$ cat config.mk
export PLATFORM = sky130hd
export DESIGN_NAME = fp_argext_stream
export DESIGN_NICKNAME = d
export VERILOG_FILES = /design/src/rtl/fp_argext_stream.sv
export SDC_FILE = /design/constraint.sdc
export NUM_CORES = 1
export LEC_CHECK = 0
export BUFFER_PORTS_ARGS = -buffer_cell sky130_fd_sc_hd__buf_4
export CORE_ASPECT_RATIO = 2
export CORE_MARGIN = 2
export CORE_UTILIZATION = 50
export CTS_CLUSTER_SIZE = 14
export DETAILED_ROUTE_END_ITERATION = 10
export PLACE_DENSITY = 0.75
export SKIP_LAST_GASP = 1
export SLEW_MARGIN = 30
export SYNTH_ARGS = -nofsm -noshare
export SYNTH_HDL_FRONTEND = slang
export SYNTH_SLANG_ARGS = --single-unit
$ cat constraint.sdc
create_clock -name clk -period 4.8 [get_ports clk]
set_clock_uncertainty 0.2 [all_clocks]
set_input_delay 0.48 -clock clk [delete_from_list [all_inputs] [get_ports clk]]
set_output_delay 0.48 -clock clk [all_outputs]
set_load 0.005 [all_outputs]
$ cat src/rtl/fp_argext_stream.sv
// Streaming arg-max/arg-min over one frame of sign/exponent/mantissa floats.
// The winning element, its index, the frame count and NaN/overflow flags are held on a result handshake.
module fp_argext_stream #(
  parameter int unsigned EXP_W = 5,
  parameter int unsigned MAN_W = 10,
  parameter int unsigned IDX_W = 8
) (
  input  logic                 clk,
  input  logic                 rst,
  input  logic                 in_valid,
  output logic                 in_ready,
  input  logic [EXP_W+MAN_W:0] in_data,
  input  logic                 in_last,
  input  logic                 mode,
  output logic                 out_valid,
  input  logic                 out_ready,
  output logic [EXP_W+MAN_W:0] out_value,
  output logic [IDX_W-1:0]     out_index,
  output logic [IDX_W:0]       out_count,
  output logic                 out_nan,
  output logic                 out_ovf
);

  localparam int unsigned DATA_WIDTH = 1 + EXP_W + MAN_W;
  localparam int unsigned CNT_W      = IDX_W + 1;

  typedef enum logic {S_ACC, S_RESULT} state_t;

  state_t state_q, state_d;

  logic                  mode_q;
  logic                  in_frame_q;
  logic                  accept;
  logic                  new_nan;
  logic                  best_nan;
  logic                  better;
  logic                  take_new;
  logic                  elem_ovf;
  logic [DATA_WIDTH-1:0] new_key;
  logic [DATA_WIDTH-1:0] best_key;
  logic [IDX_W-1:0]      elem_idx;

  // Monotonic unsigned key: negatives map below positives, both zeros collapse to +0.
  function automatic logic [DATA_WIDTH-1:0] order_key(input logic [DATA_WIDTH-1:0] d);
    logic [DATA_WIDTH-2:0] mag;
    mag = d[DATA_WIDTH-2:0];
    if (mag == '0)
      order_key = {1'b1, {(DATA_WIDTH-1){1'b0}}};
    else if (d[DATA_WIDTH-1])
      order_key = {1'b0, ~mag};
    else
      order_key = {1'b1, mag};
  endfunction

  function automatic logic is_nan(input logic [DATA_WIDTH-1:0] d);
    is_nan = (d[DATA_WIDTH-2 -: EXP_W] == {EXP_W{1'b1}}) && (d[MAN_W-1:0] != '0);
  endfunction

  assign accept   = in_valid && in_ready;
  assign new_key  = order_key(in_data);
  assign best_key = order_key(out_value);
  assign new_nan  = is_nan(in_data);
  assign best_nan = is_nan(out_value);
  assign better   = mode_q ? (new_key < best_key) : (new_key > best_key);
  // A NaN never wins; a held NaN (frame opened with NaN) yields to any real value.
  assign take_new = !new_nan && (best_nan || better);

  // Counter MSB set means this element sits beyond the representable index range.
  assign elem_ovf = out_count[IDX_W];
  assign elem_idx = elem_ovf ? {IDX_W{1'b1}} : out_count[IDX_W-1:0];

  // State register.
  always_ff @(posedge clk or posedge rst) begin
    if (rst) state_q <= S_ACC;
    else     state_q <= state_d;
  end

  // Next-state logic.
  always_comb begin
    state_d = state_q;
    case (state_q)
      S_ACC:    if (accept && in_last) state_d = S_RESULT;
      S_RESULT: if (out_ready)         state_d = S_ACC;
      default:  state_d = S_ACC;
    endcase
  end

  // Handshake outputs decoded from the state register.
  always_comb begin
    in_ready  = 1'b0;
    out_valid = 1'b0;
    case (state_q)
      S_ACC:    in_ready  = 1'b1;
      S_RESULT: out_valid = 1'b1;
      default:  in_ready  = 1'b0;
    endcase
  end

  // Running extreme; the accumulator doubles as the held result while in S_RESULT.
  always_ff @(posedge clk or posedge rst) begin
    if (rst) begin
      out_value  <= '0;
      out_index  <= '0;
      out_count  <= '0;
      out_nan    <= 1'b0;
      out_ovf    <= 1'b0;
      mode_q     <= 1'b0;
      in_frame_q <= 1'b0;
    end else if (accept) begin
      in_frame_q <= !in_last;
      if (!in_frame_q) begin
        out_value <= in_data;
        out_index <= '0;
        out_count <= CNT_W'(1);
        out_nan   <= new_nan;
        out_ovf   <= 1'b0;
        mode_q    <= mode;
      end else begin
        if (take_new) begin
          out_value <= in_data;
          out_index <= elem_idx;
        end
        if (out_count != {CNT_W{1'b1}}) out_count <= out_count + CNT_W'(1);
        out_nan <= out_nan | new_nan;
        out_ovf <= out_ovf | elem_ovf;
      end
    end
  end

endmodule

==> impl_metrics.csv <==
group,metric,value,unit
detailed_routing,wl_per_cell,16.1,um
detailed_routing,dr_wl_met2,3.49,mm
setup_path,cp_data_arrival_time,4.40,ns
clocking,clock_latency,0.30,ns
logic_synthesis,synthXorXnorAreaFrac,12.7,%
timing,fin_crit_sh,92.0,%
setup_path,critPathKind,"reg2reg",
final_layout,post-route-cell-area,3170,um^2
worst_hold_path,hold_path_class,"in2async",
pwr,p_clk_share,18.2,%
timing,period_needed,4.42,ns
clocking,cts.sinks,38,
logic_synthesis,synth_top_family_by_area,"simple AND/OR/NAND/NOR gates",
placement,io_buffers,58,
placement,gp_congestion,0.898,
die,std_cell_rows,36,
clocking,path_clk_slew,0.08,ns
final_layout,final_common_cell,"buf_4",
detailed_routing,via_per_inst,5.50,
logic_synthesis,synth-adder-area-share,8.85,%
global_route,grt_pass1_wl,9.66,mm
clocking,post_cts_buffers,0,
setup_path,timing.rr.start,"out_value[13]",
pwr,swShare,38.0,%
detailed_routing,drc,0,
pwr,ir_worst_vdd,0.000410,V
clocking,cts_buffer_depth,2,
setup_path,r2r-end,"out_value[10]",
detailed_routing,route.vias.total,2062,
logic_synthesis,synthesis.nets,301,
timing,fmax,226,MHz
pwr,share_comb_of_total_power,50.8,%
detailed_routing,met1Wirelength,2.14,mm
timing,final-setup-viol-count,0,
logic_synthesis,synth_seq_cells,38,
pwr,p_leak,1.52,nW
final_layout,num_antenna_cells,0,
placement,dp_hpwl,4.65,mm
global_route,grt_antenna_before_repair,0,
clocking,cts-root-buf,"clkbuf_8",
logic_synthesis,synth_compound_area_share,10.2,%
logic_synthesis,async_reset_ff_share,100,%
timing,slew-limit-headroom,44.6,%
die,die_area,5710,um^2
global_route,track_usage,23.2,%
logic_synthesis,ys_seq_area_share,37.4,%
final_layout,final_util,64.5,%
detailed_routing,drt_pass1_iterations,4,
die,ioPinCount,59,
run_status,status,"completed",
timing,tightest_slew,0.830,ns
timing,whs,0.0884,ns
logic_synthesis,postSynthCellCount,261,
detailed_routing,finalWirelength,6.02,mm
setup_path,cp_max_fo,18,
placement,dpl_cell_area,3020,um^2
logic_synthesis,synthSimpleGateAreaFrac,17.4,%
clocking,holdBufCountCts,0,
global_route,grt_pass1_vias,2063,
pwr,power.internal,1.17,mW
global_route,grt-ovfl-total,0,
setup_path,required,4.78,ns
pwr,switchingPower,0.718,mW
die,die_h,105,um
clocking,cts_resized,0,
timing,hold_viol,0,
setup_path,r2r.worst_path.cells,11,
detailed_routing,drt_iter0_markers,38,
clocking,cts_max_level,2,
flow_run,cap_viol_max_count,0,
final_layout,drive_above_1_share,28.6,%
global_route,grt_max_degree,39,
detailed_routing,top_layer,"met4",
setup_path,start_kind,"flop",
timing,rsz0062_at_grt,"no",
logic_synthesis,ys_types,36,
pwr,seqPwrFrac,31.0,%
timing,setup_tns,0,ns
die,start_util,51.8,%
setup_path,r2r_setup_slack,0.38,ns
detailed_routing,postRouteAntennaNets,0,
die,core-area,4910,um^2
final_layout,nets,357,
die,die_x,54.4,um
logic_synthesis,ys_warn_count,0,
detailed_routing,met3WireLength,168,um
logic_synthesis,syn_area_per_cell,9.75,um^2
logic_synthesis,synthMuxAreaShare,9.29,%
clocking,cts_tree,"done",
timing,slew_violations,0,
pwr,p_per_area,596,nW/um^2
logic_synthesis,synth_area,2540,um^2
final_layout,area_delta_synth_final,24.4,%
logic_synthesis,ys.flop_type,"dfrtp_1",
clocking,cts_buffers,5,
setup_path,endpoint_kind,"flop",
logic_synthesis,synth_edf_count,0,
final_layout,final_cell_mix,"buf_4 (60), dfrtp_1 (38), nor2_1 (36)",
==> how the worst max path moves through the flow <==
stage | start | end | slack (ns) | depth (start not counted)
5_1_grt | out_value[13] | out_value[9] | 0.21 | 11
4_1_cts | out_value[13] | out_value[10] | 0.34 | 11
3_5_place_dp | out_value[13] | out_value[12] | 0.34 | 11
3_3_place_gp | out_value[13] | out_value[12] | 0.45 | 11
2_1_floorplan | in_data[13] | out_value[0] | 0.63 | 13
6_report | out_value[13] | out_value[10] | 0.38 | 11
==> power by group through the flow <==
| stage | sequential [mW] | combinational, mW | clock [mW] |
|---|---|---|---|
| after CTS | 0.585 | 0.969 | 0.349 |
| after floorplan | 0.538 | 0.681 | 0 |
| after global placement | 0.588 | 0.930 | 0 |
| after global routing | 0.606 | 1.07 | 0.363 |
| after detailed placement | 0.590 | 0.954 | 0 |
| final | 0.585 | 0.960 | 0.343 |
==> final cells by class <==
class                   count  area [um^2]
well taps                  57         71.3
fillers                   438         1740
repair buffers             61          470
clock inverters             2         60.1
flip-flops and latches     38          951
multi-input cells         200         1490
clock buffers               6         82.6
inverters                  11         41.3
==> registers in the layout (all words and copies together), names as in the netlist <==
register	flops
in_frame_q	1
mode_q	1
out_ovf	1
out_value	16
out_count	9
out_index	8
out_nan	1
state_q	1
==> routing by layer <==
layer  GRT usage [%]  vias up
li1                -     1014
met1            24.0      987
met2            42.0       44
met3            3.29       17
met4            11.1        0
met5               0        -
==> worst max-delay path: stages (launching register included) <==
cell and delay [ns]:
dfrtp_1 0.45, or4_1 0.57, or3_1 0.55, and2_1 0.26
ha_1 0.32, nand4_2 0.15, a2111o_1 0.45, a311oi_2 0.33
o31ai_4 0.18, a21oi_4 0.28, buf_12 0.22, mux2_2 0.34
==> logic make-up after synthesis <==
group / count (synthesis)
compound gates: 34
xor+xnor: 37
fa+ha+maj: 18
buf+inv: 23
flops: 38
mux: 17
simple gates: 94
==> per-stage QoR <==
stage / setup slack [ns] / power, mW / cells
final: 0.385 / 1.89 / 375
after floorplan: 0.629 / 1.22 / 261
after CTS: 0.336 / 1.90 / 375
after global placement: 0.447 / 1.52 / 367
after global routing: 0.210 / 2.04 / 375
after detailed placement: 0.345 / 1.54 / 367
==> Yosys cell counts, types with 2 or more instances <==
cell	count	area share, %
nand2b_1	3	0.74
nor2_1	36	5.3
o32ai_1	8	2.8
nand2_1	26	3.8
dfrtp_1	38	37
and3_1	3	0.74
nand4_1	5	1.2
inv_1	11	1.6
or3_1	2	0.49
and2_1	2	0.49
mux2_4	12	7.1
clkbuf_1	8	1.2
xnor2_1	16	5.5
a21oi_1	9	1.8
ha_1	18	8.8
buf_1	2	0.30
nand3_1	4	0.79
o21ai_0	8	1.6
a22o_1	3	1.0
nor2b_1	2	0.49
or4_1	2	0.59
xor2_1	21	7.2
mux2_2	5	2.2
nor4_1	5	1.2
No activity file was read; power rests on OpenSTA's default activity.
